<file path="config.mk">
export PLATFORM = sky130hd
export DESIGN_NAME = prod_accum
export DESIGN_NICKNAME = d
export VERILOG_FILES = /design/src/rtl/prod_accum_pkg.sv /design/src/rtl/prod_accum_acc_add.sv /design/src/rtl/prod_accum.sv
export SDC_FILE = /design/constraint.sdc
export NUM_CORES = 1
export LEC_CHECK = 0
export ABC_AREA = 1
export BUFFER_PORTS_ARGS = -buffer_cell sky130_fd_sc_hd__buf_2
export CORE_MARGIN = 5
export CORE_UTILIZATION = 50
export DETAILED_ROUTE_END_ITERATION = 16
export GPL_TIMING_DRIVEN = 0
export PLACE_DENSITY = 0.75
export SLEW_MARGIN = 20
export SYNTH_ARGS = -nofsm -noshare
export SYNTH_HDL_FRONTEND = slang
export SYNTH_SLANG_ARGS = --single-unit
</file>
<file path="constraint.sdc">
create_clock -name clk -period 2.15 [get_ports clk]
set_input_delay 0.43 -clock clk [delete_from_list [all_inputs] [get_ports clk]]
set_output_delay 0.43 -clock clk [all_outputs]
set_load 0.05 [all_outputs]
</file>
<file path="src/rtl/prod_accum_pkg.sv">
// Shared types and default widths for the product accumulator.
// Pulled in by prod_accum and acc_add.
package prod_accum_pkg;

    typedef enum logic {
        ACC  = 1'b0,
        HOLD = 1'b1
    } state_t;

    localparam int ACC_W_DEF = 24;
    localparam int CNT_W_DEF = 8;

endpackage

</file>
<file path="src/rtl/prod_accum_acc_add.sv">
// Adds a 16-bit product into a W-bit running sum and reports the carry-out.
// Defining PROD_ACCUM_SAT_EN clamps the sum to all-ones on carry; otherwise it wraps.
module acc_add
    import prod_accum_pkg::*;
#(
    parameter int W = ACC_W_DEF
) (
    input  logic [W-1:0] a,
    input  logic [15:0]  b,
    output logic [W-1:0] sum,
    output logic         carry
);

    logic [W:0] raw;

    assign raw   = {1'b0, a} + {{(W-15){1'b0}}, b};
    assign carry = raw[W];

`ifdef PROD_ACCUM_SAT_EN
    // Once clamped, later beats keep carrying out, so the sum stays pinned at max.
    assign sum = raw[W] ? '1 : raw[W-1:0];
`else
    assign sum = raw[W-1:0];
`endif

endmodule

</file>
<file path="src/rtl/prod_accum.sv">
// Accumulates a stream of prod8 products into one sum/count/overflow result per group.
// Sum saturation instead of wrap is selected with PROD_ACCUM_SAT_EN (inside acc_add).
module prod_accum
    import prod_accum_pkg::*;
#(
    parameter int ACC_W = ACC_W_DEF,
    parameter int CNT_W = CNT_W_DEF
) (
    input  logic             clk,
    input  logic             rst_n,
    input  logic             in_valid,
    output logic             in_ready,
    input  logic [15:0]      in_data,
    input  logic             in_last,
    output logic             out_valid,
    input  logic             out_ready,
    output logic [ACC_W-1:0] out_sum,
    output logic [CNT_W-1:0] out_count,
    output logic             out_ovf
);

    localparam logic [CNT_W-1:0] CNT_MAX = '1;

    state_t           state;
    state_t           state_nxt;
    logic [ACC_W-1:0] sum;
    logic [ACC_W-1:0] sum_add;
    logic [CNT_W-1:0] count;
    logic             ovf;
    logic             carry;
    logic             accept;
    logic             release_res;

    assign accept      = in_valid && in_ready;
    assign release_res = out_valid && out_ready;

    acc_add #(
        .W(ACC_W)
    ) u_acc_add (
        .a    (sum),
        .b    (in_data),
        .sum  (sum_add),
        .carry(carry)
    );

    always_ff @(posedge clk or negedge rst_n) begin
        if (!rst_n) begin
            state <= ACC;
        end else begin
            state <= state_nxt;
        end
    end

    always_comb begin
        state_nxt = state;
        case (state)
            ACC:  if (accept && in_last) state_nxt = HOLD;
            HOLD: if (out_ready)         state_nxt = ACC;
        endcase
    end

    // Handshake flags depend only on the registered state.
    always_comb begin
        in_ready  = (state == ACC);
        out_valid = (state == HOLD);
    end

    // The result handshake clears the datapath so the next group starts from zero.
    always_ff @(posedge clk or negedge rst_n) begin
        if (!rst_n) begin
            sum   <= '0;
            count <= '0;
            ovf   <= 1'b0;
        end else if (release_res) begin
            sum   <= '0;
            count <= '0;
            ovf   <= 1'b0;
        end else if (accept) begin
            sum   <= sum_add;
            count <= (count == CNT_MAX) ? count : count + CNT_W'(1);
            ovf   <= ovf | carry | (count == CNT_MAX);
        end
    end

    assign out_sum   = sum;
    assign out_count = count;
    assign out_ovf   = ovf;

endmodule

</file>
==> summary.md, run 1 <==
| Metric | Value |
|---|---|
| Outcome | `finished, final reports clean` |
| Power per cell area | `1332 nW/um^2` |
| Initial Utilization | `0.5120` |
| Fin. Hold Viols | `0` |
| Area Overhead vs Synth | `19.52%` |
| Hold Buf Count CTS | `0` |
| Final worst setup slack | `0.1920 ns` |
| Sequential cell area | `850.8 sq um` |
| Clk_skew | `0.009558 ns` |
| Fin crit share | `0.9107` |
| Footprint of the multi-input gates | `1558 sq um` |
| Async set-reset flop share out of synthesis | `1.000` |
| Nets | `496` |
| First-pass GRT wire length | `11320 um` |
| Clock buffer depth | `2` |
| Vias in the first global route | `2565` |
| Worst EP required | `2.32 ns` |
| Most numerous cell on the critical path | `nand2_1` |
| Post-route ant nets | `0` |
| CP Cell Sequence | `ha_2, fa_2, nand2_1, nand3_1, nand4_1, nand2_1, nand2_1, nand2_1, nand3_1, o21ai_0` |
| GP Congestion | `0.8816` |
| Chip width | `82.32 um` |
| CP Max Fanout | `4` |
| Final Non-Filler Cells | `528` |
| Reg2Reg Depth | `10` |
| Yosys Warn Count | `0` |
| Combinational Power Share | `0.584` |
| Setup_tns | `0 ns` |
| Worst stage delay on the critical path | `0.39 ns` |
| IO buf count | `55` |
| RSZ-0062 raised after global routing | `false` |
| Clock root buffer | `clkbuf_8` |
| Post-CTS Setup Bufs | `0` |
| Kind of critical path | `reg2reg` |
| Critical path arrival | `2.13 ns` |
| Starting DRT DRC Count | `98` |
| Switch Pwr | `2165 uW` |
| Grt ovf | `0` |
| Synth Flop Type | `dfrtp_1` |
| Largest net degree at the start of global routing | `35` |
| Clock slew at reported path FFs | `0.07 ns` |
| Die height | `82.32 um` |
| H-tree levels | `2` |
| Seq pwr share | `0.238` |
| DR DRC count | `0` |
| HPWL after detailed placement | `5175 um` |
| Met3 Usage GRT | `0.03796` |
| Leak | `0.001783 uW` |
| Final WL | `6494 um` |
| Total vias in the final route | `2653` |
| Final setup fails | `0` |
| Commonest non-fill, non-tap cell in the layout | `nand2_1` |
| Slew of the pin with the lowest slew margin | `0.7810 ns` |
| Max Slew Vio Count | `0` |
| Num CTS Buffers | `5` |
| Hold Crit Class | `in2async` |
| Final min period | `1.958 ns` |
| Fin util | `0.6120` |
| Vias per cell | `5.025` |
| Design area | `3126 sq um` |
| Sequential element share of the synthesized area | `0.3254` |
| Clock network power share | `0.178` |
| Max-slew headroom | `0.4793` |
| Area of the mapped netlist | `2615 sq um` |
| Slowest stage cell, crit path | `dfrtp_1` |
| Post-Synthesis Cells | `395` |
| N_diodes | `0` |
| FILL cells | `494` |
| Synth Area per Inst | `6.620 sq um` |
| Row count | `26` |
| Place WS | `-0.08107 ns` |
| Die area | `6777 sq um` |
| Int Pwr | `1999 uW` |
| IO Pins | `56` |
| Placed insts | `520` |
| Most frequent cells in the layout | `nand2_1 (146), buf_2 (56), inv_1 (45)` |
| Initial antenna violation count | `0` |
| Endpoint class of the critical path | `flip-flop` |
| Clock Sinks | `34` |
| Flop-to-flop setup slack | `0.19 ns` |
| DR pass1 iterations | `4` |
| EDFF count, synth | `0` |
| Peak supply drop | `0.6879 mV` |
| CTS tree | `yes` |
| #FFs+latches synth | `34` |
| Cell Area, Placed | `2978 sq um` |
| Worst skew pair latency | `0.29 ns` |
| Fmax achieved | `510.7 MHz` |
| Synthesized Nets | `434` |
| GR Layer Usage met2 | `0.3614` |
| Met1 usage | `0.2792` |
| Synth cell types | `32` |
| Routed length per placed instance | `12.30 um` |
| Tot GR Track Use | `0.2151` |
| Switching Share | `0.5200` |
| Core box area | `5107 sq um` |
| GR peak layer | `met2` |
| Post-cts sizing count | `0` |
| Setup crit start kind | `flip-flop` |
| Max cap viols | `0` |
| Share of layout cells above drive strength 1 | `0.1703` |
[state kept, by name, indices dropped and copies added, names as in the netlist]
signal	flops
out_sum	24
out_count	8
out_ovf	1
out_valid	1
[critical path: cells and delay by family (launching register included)]
family	cells	cell delay, ns
adders and majority gates	2	0.58
and+or+nand+nor	7	0.79
DFF	1	0.39
AOI/OAI and AO/OA	1	0.08
[cells in the mapped netlist, types with 2 or more instances]
master,instances,area [sq um]
a21oi_1,22,110.1
a22o_1,4,35.03
and2_1,4,25.02
clkbuf_1,3,11.26
dfrtp_1,34,850.8
ha_1,17,212.7
inv_1,45,168.9
inv_2,2,7.510
nand2_1,146,548.0
nand3_1,31,155.2
nand3_2,2,20.02
nand3b_1,6,45.04
nand4_1,5,31.28
nor2_1,34,127.6
nor2_4,2,22.52
nor3_1,4,20.02
o21ai_0,18,90.09
o21bai_1,2,15.01
[area by class of cell]
| cell class | count | share of cell area |
|---|---|---|
| repair buffers | 55 | 0.08807 |
| plain buffers | 6 | 0.01121 |
| well taps | 70 | 0.02802 |
| inverters | 47 | 0.05645 |
| flip-flops and latches | 34 | 0.2722 |
| clock buffers | 6 | 0.02642 |
| multi-input cells | 308 | 0.4984 |
| clock inverters | 2 | 0.01922 |
[worst paths after layout]
path / to / startpoint
max: out_ovf / out_sum[0]
min: out_sum[3] / rst_n
min reg2reg: out_ovf / out_ovf
max in group asynchronous: out_sum[14] / rst_n
max reg2reg: out_ovf / out_sum[0]
min in group clk: out_valid / in_last
[routing by layer]
metal	wire [um]	vias to the layer above
li1	-	1399
met1	3099	1189
met2	3005	52
met3	253	13
met4	136	0
met5	0	-
[cell families after synthesis]
family                     Yosys count  share of synthesized area
and+or+nand+nor                    239                     0.3947
AOI/OAI and AO/OA                   50                     0.1067
adders and majority gates           18                    0.08899
xor gates and xnor gates             1                   0.003350
DFF                                 34                     0.3254
buffers and inverters               53                    0.08086
[through the flow]
| step | total power (uW) | hold WS [ns] |
|---|---|---|
| detailed placement | 3428 | 0.4921 |
| global placement | 3379 | 0.4819 |
| finish | 4164 | 0.2157 |
| CTS | 4190 | 0.2399 |
| global route | 4519 | 0.2765 |
| floorplan | 2845 | 0.1344 |
[power by group through the flow]
stage	clock, uW	sequential [uW]	combinational (uW)
6_report	742	990	2430
3_5_place_dp	0	1000	2420
2_1_floorplan	0	1620	1220
4_1_cts	764	991	2440
5_1_grt	787	1030	2700
3_3_place_gp	0	992	2390
(Power assumes the default switching activity.)
==> inputs of run 2 (changes only) <==
- PLACE_DENSITY: 0.75 -> 0.81
- clock period: 2.15 -> 1.8 ns (I/O delays scaled with it)
==> summary.md, run 2 (synthesis results as in run 1) <==
| Metric | Value |
|---|---|
| IO buf count | `55 (unchanged)` |
| HPWL after detailed placement | `5265 um (+1.7%)` |
| Power per cell area | `1578 nW/um^2 (+18%)` |
| Max-slew headroom | `0.4794 (about the same)` |
| Kind of cell adding the most delay to the critical path | `simple AND/OR/NAND/NOR gates` |
| DR pass1 iterations | `4 (unchanged)` |
| Cell Area, Placed | `3040 sq um (+2.1%)` |
| Clock root buffer | `clkbuf_8` |
| Worst EP required | `1.99 ns (-0.33 ns)` |
| Num CTS Buffers | `5 (unchanged)` |
| Outcome | `complete, but fails checks` |
| Crit. Startpoint | `out_sum[0]` |
| Placed insts | `520 (unchanged)` |
| Design area | `3530 sq um (+13%)` |
| Nets | `510 (+2.8%)` |
| Worst skew pair latency | `0.30 ns (about the same)` |
| Clock buffer depth | `2 (unchanged)` |
| CTS tree | `yes` |
| Setup crit start kind | `flip-flop` |
| Worst stage delay on the critical path | `0.43 ns (+0.04 ns)` |
| Max cap viols | `0 (unchanged)` |
| CP Capture Point | `out_sum[8]` |
| Switching Share | `0.5208 (+0.0008658)` |
| Clock network power share | `0.132 (-0.046)` |
| Clock Sinks | `34 (unchanged)` |
| Post-route ant nets | `0 (unchanged)` |
| Starting DRT DRC Count | `162 (+65%)` |
| Chip width | `82.32 um (unchanged)` |
| CP Max Fanout | `4 (unchanged)` |
| Fin crit share | `1.015 (+0.1042)` |
| Clock slew at reported path FFs | `0.08 ns (about the same)` |
| Leak | `0.001850 uW (+3.8%)` |
| Fin. Hold Viols | `0 (unchanged)` |
| Vias per cell | `5.238 (+4.2%)` |
| Total vias in the final route | `2839 (+7.0%)` |
| GP Congestion | `0.9738 (+10%)` |
| Combinational Power Share | `0.639 (+0.055)` |
| Worst reg2reg endpoint | `out_sum[8]` |
| Hold Crit Class | `in2async` |
| Slew of the pin with the lowest slew margin | `0.7809 ns (-0.00003362 ns)` |
| IO Pins | `56 (unchanged)` |
| Tot GR Track Use | `0.2211 (+0.005967)` |
| Max reg flops | `24 (unchanged)` |
| Final worst setup slack | `-0.02678 ns (-0.2188 ns)` |
| Routed length per placed instance | `13.69 um (+11%)` |
| Reg2Reg Depth | `9 (-1)` |
| Most frequent cells in the layout | `nand2_1 (137), buf_2 (56), inv_1 (44)` |
| Die height | `82.32 um (unchanged)` |
| Endpoint class of the critical path | `flip-flop` |
| Initial antenna violation count | `0 (unchanged)` |
| Final min period | `1.827 ns (-0.1312 ns)` |
| Kind of critical path | `reg2reg` |
| CP Cell Sequence | `ha_4, fa_2, nand2_2, nand3_2, nand4_1, nand2_2, or2_4, nand3_2, nand2_1` |
| Int Pwr | `2668 uW (+33%)` |
| Core box area | `5107 sq um (unchanged)` |
| Die area | `6777 sq um (unchanged)` |
| N_diodes | `0 (unchanged)` |
| Commonest non-fill, non-tap cell in the layout | `nand2_1` |
| Final Non-Filler Cells | `542 (+2.7%)` |
| Flop-to-flop setup slack | `-0.03 ns (-0.22 ns)` |
| Switch Pwr | `2900 uW (+34%)` |
| Worst Path Buf+Inv | `0 (unchanged)` |
| Clk_skew | `0.01030 ns (+0.0007375 ns)` |
| Peak supply drop | `1.186 mV (+72%)` |
| Levels on crit path | `9 (-1)` |
| Share of layout cells above drive strength 1 | `0.3220 (+0.1517)` |
| DR DRC count | `0 (unchanged)` |
| Area Overhead vs Synth | `34.98%` |
| Failing checks | `setup timing` |
| Row count | `26 (unchanged)` |
| Reg-to-reg startpoint | `out_sum[0]` |
| Critical path arrival | `2.02 ns (-0.11 ns)` |
| First-pass GRT wire length | `11540 um (+2.0%)` |
| Fmax achieved | `547.4 MHz (+7.2%)` |
| Tot Pwr | `5568 uW (+34%)` |
| RSZ-0062 raised after global routing | `true` |
| Final WL | `7420 um (+14%)` |
| Initial Utilization | `0.5120 (unchanged)` |
| Worst-case hold slack | `0.1356 ns (-0.08010 ns)` |
| H-tree levels | `2 (unchanged)` |
| Final setup fails | `2 (+2)` |
| Largest net degree at the start of global routing | `35 (unchanged)` |
| Seq pwr share | `0.229 (-0.009)` |
| Grt ovf | `0 (unchanged)` |
| Max Slew Vio Count | `0 (unchanged)` |
| Vias in the first global route | `2570 (+0.19%)` |
| Hold Buf Count CTS | `0 (unchanged)` |
| Slowest stage cell, crit path | `dfrtp_2` |
## run 2: cell types whose count changed in the layout (fill, tap and decap cells not counted), moves of 8 or more
cell and delta:
nand2_1 -9, buf_4 +14, nand3_2 +12, ha_1 -14
nand3_1 -12, dfrtp_2 +13, dfrtp_1 -13, ha_4 +15
nand2_2 +8
## run 2: metal layers
layer,track usage,vias to the layer above,wire [um],part of all wire
met5,0,-,0,0
met4,0.07475,0,103,0.014
met3,0.04230,9,475,0.064
met2,0.3766,92,3593,0.48
met1,0.2788,1303,3248,0.44
li1,-,1435,-,-
## run 2: per-stage QoR
| step | worst slack (ns) | TNS (ns) | util |
|---|---|---|---|
| global route | -0.1030 | -0.6544 | 0.6911 |
| floorplan | -0.08053 | -0.2120 | - |
| detailed placement | -0.1386 | -1.036 | 0.5953 |
| finish | -0.02678 | -0.03833 | 0.6911 |
| CTS | -0.05605 | -0.1655 | 0.6308 |
| global placement | -0.1117 | -0.7208 | 0.5953 |
## run 2: cell type report
type | instances | area [sq um]
inverters | 47 | 180.2
well taps | 70 | 87.58
clock buffers | 5 | 68.82
clock inverters | 3 | 45.04
plain buffers | 6 | 35.03
flip-flops and latches | 34 | 867.1
repair buffers | 69 | 380.4
multi-input cells | 308 | 1866
fillers | 424 | 1578
## run 2: worst min path at each step
stage	from	endpoint	slack, ns	cells past startpoint
4_1_cts	rst_n	out_count[2]	0.16	1
3_5_place_dp	out_ovf	out_ovf	0.48	2
2_1_floorplan	rst_n	out_count[0]	0.06	0
3_3_place_gp	out_ovf	out_ovf	0.48	2
6_report	rst_n	out_sum[6]	0.14	1
5_1_grt	rst_n	out_count[2]	0.22	1
## run 2: what timing repair did
item	CTS	global route
hold endpoints to repair	0	0
setup endpoints to repair	9	19
setup buffers	5	9
pin swaps	7	11
resized for setup	11	39
## run 2: worst reg2reg max path: stages (launching register included)
cell and delay [ns]:
dfrtp_2 0.43, ha_4 0.17, fa_2 0.37, nand2_2 0.10
nand3_2 0.07, nand4_1 0.10, nand2_2 0.10, or2_4 0.26
nand3_2 0.05, nand2_1 0.06
## run 2: power by group through the flow
stage               Combinational (uW)  Clock, uW  Sequential [uW]
global route                      3870        775             1310
floorplan                         1500          0             1980
detailed placement                2950          0             1240
global placement                  2880          0             1230
CTS                               3070        748             1230
finish                            3560        735             1280
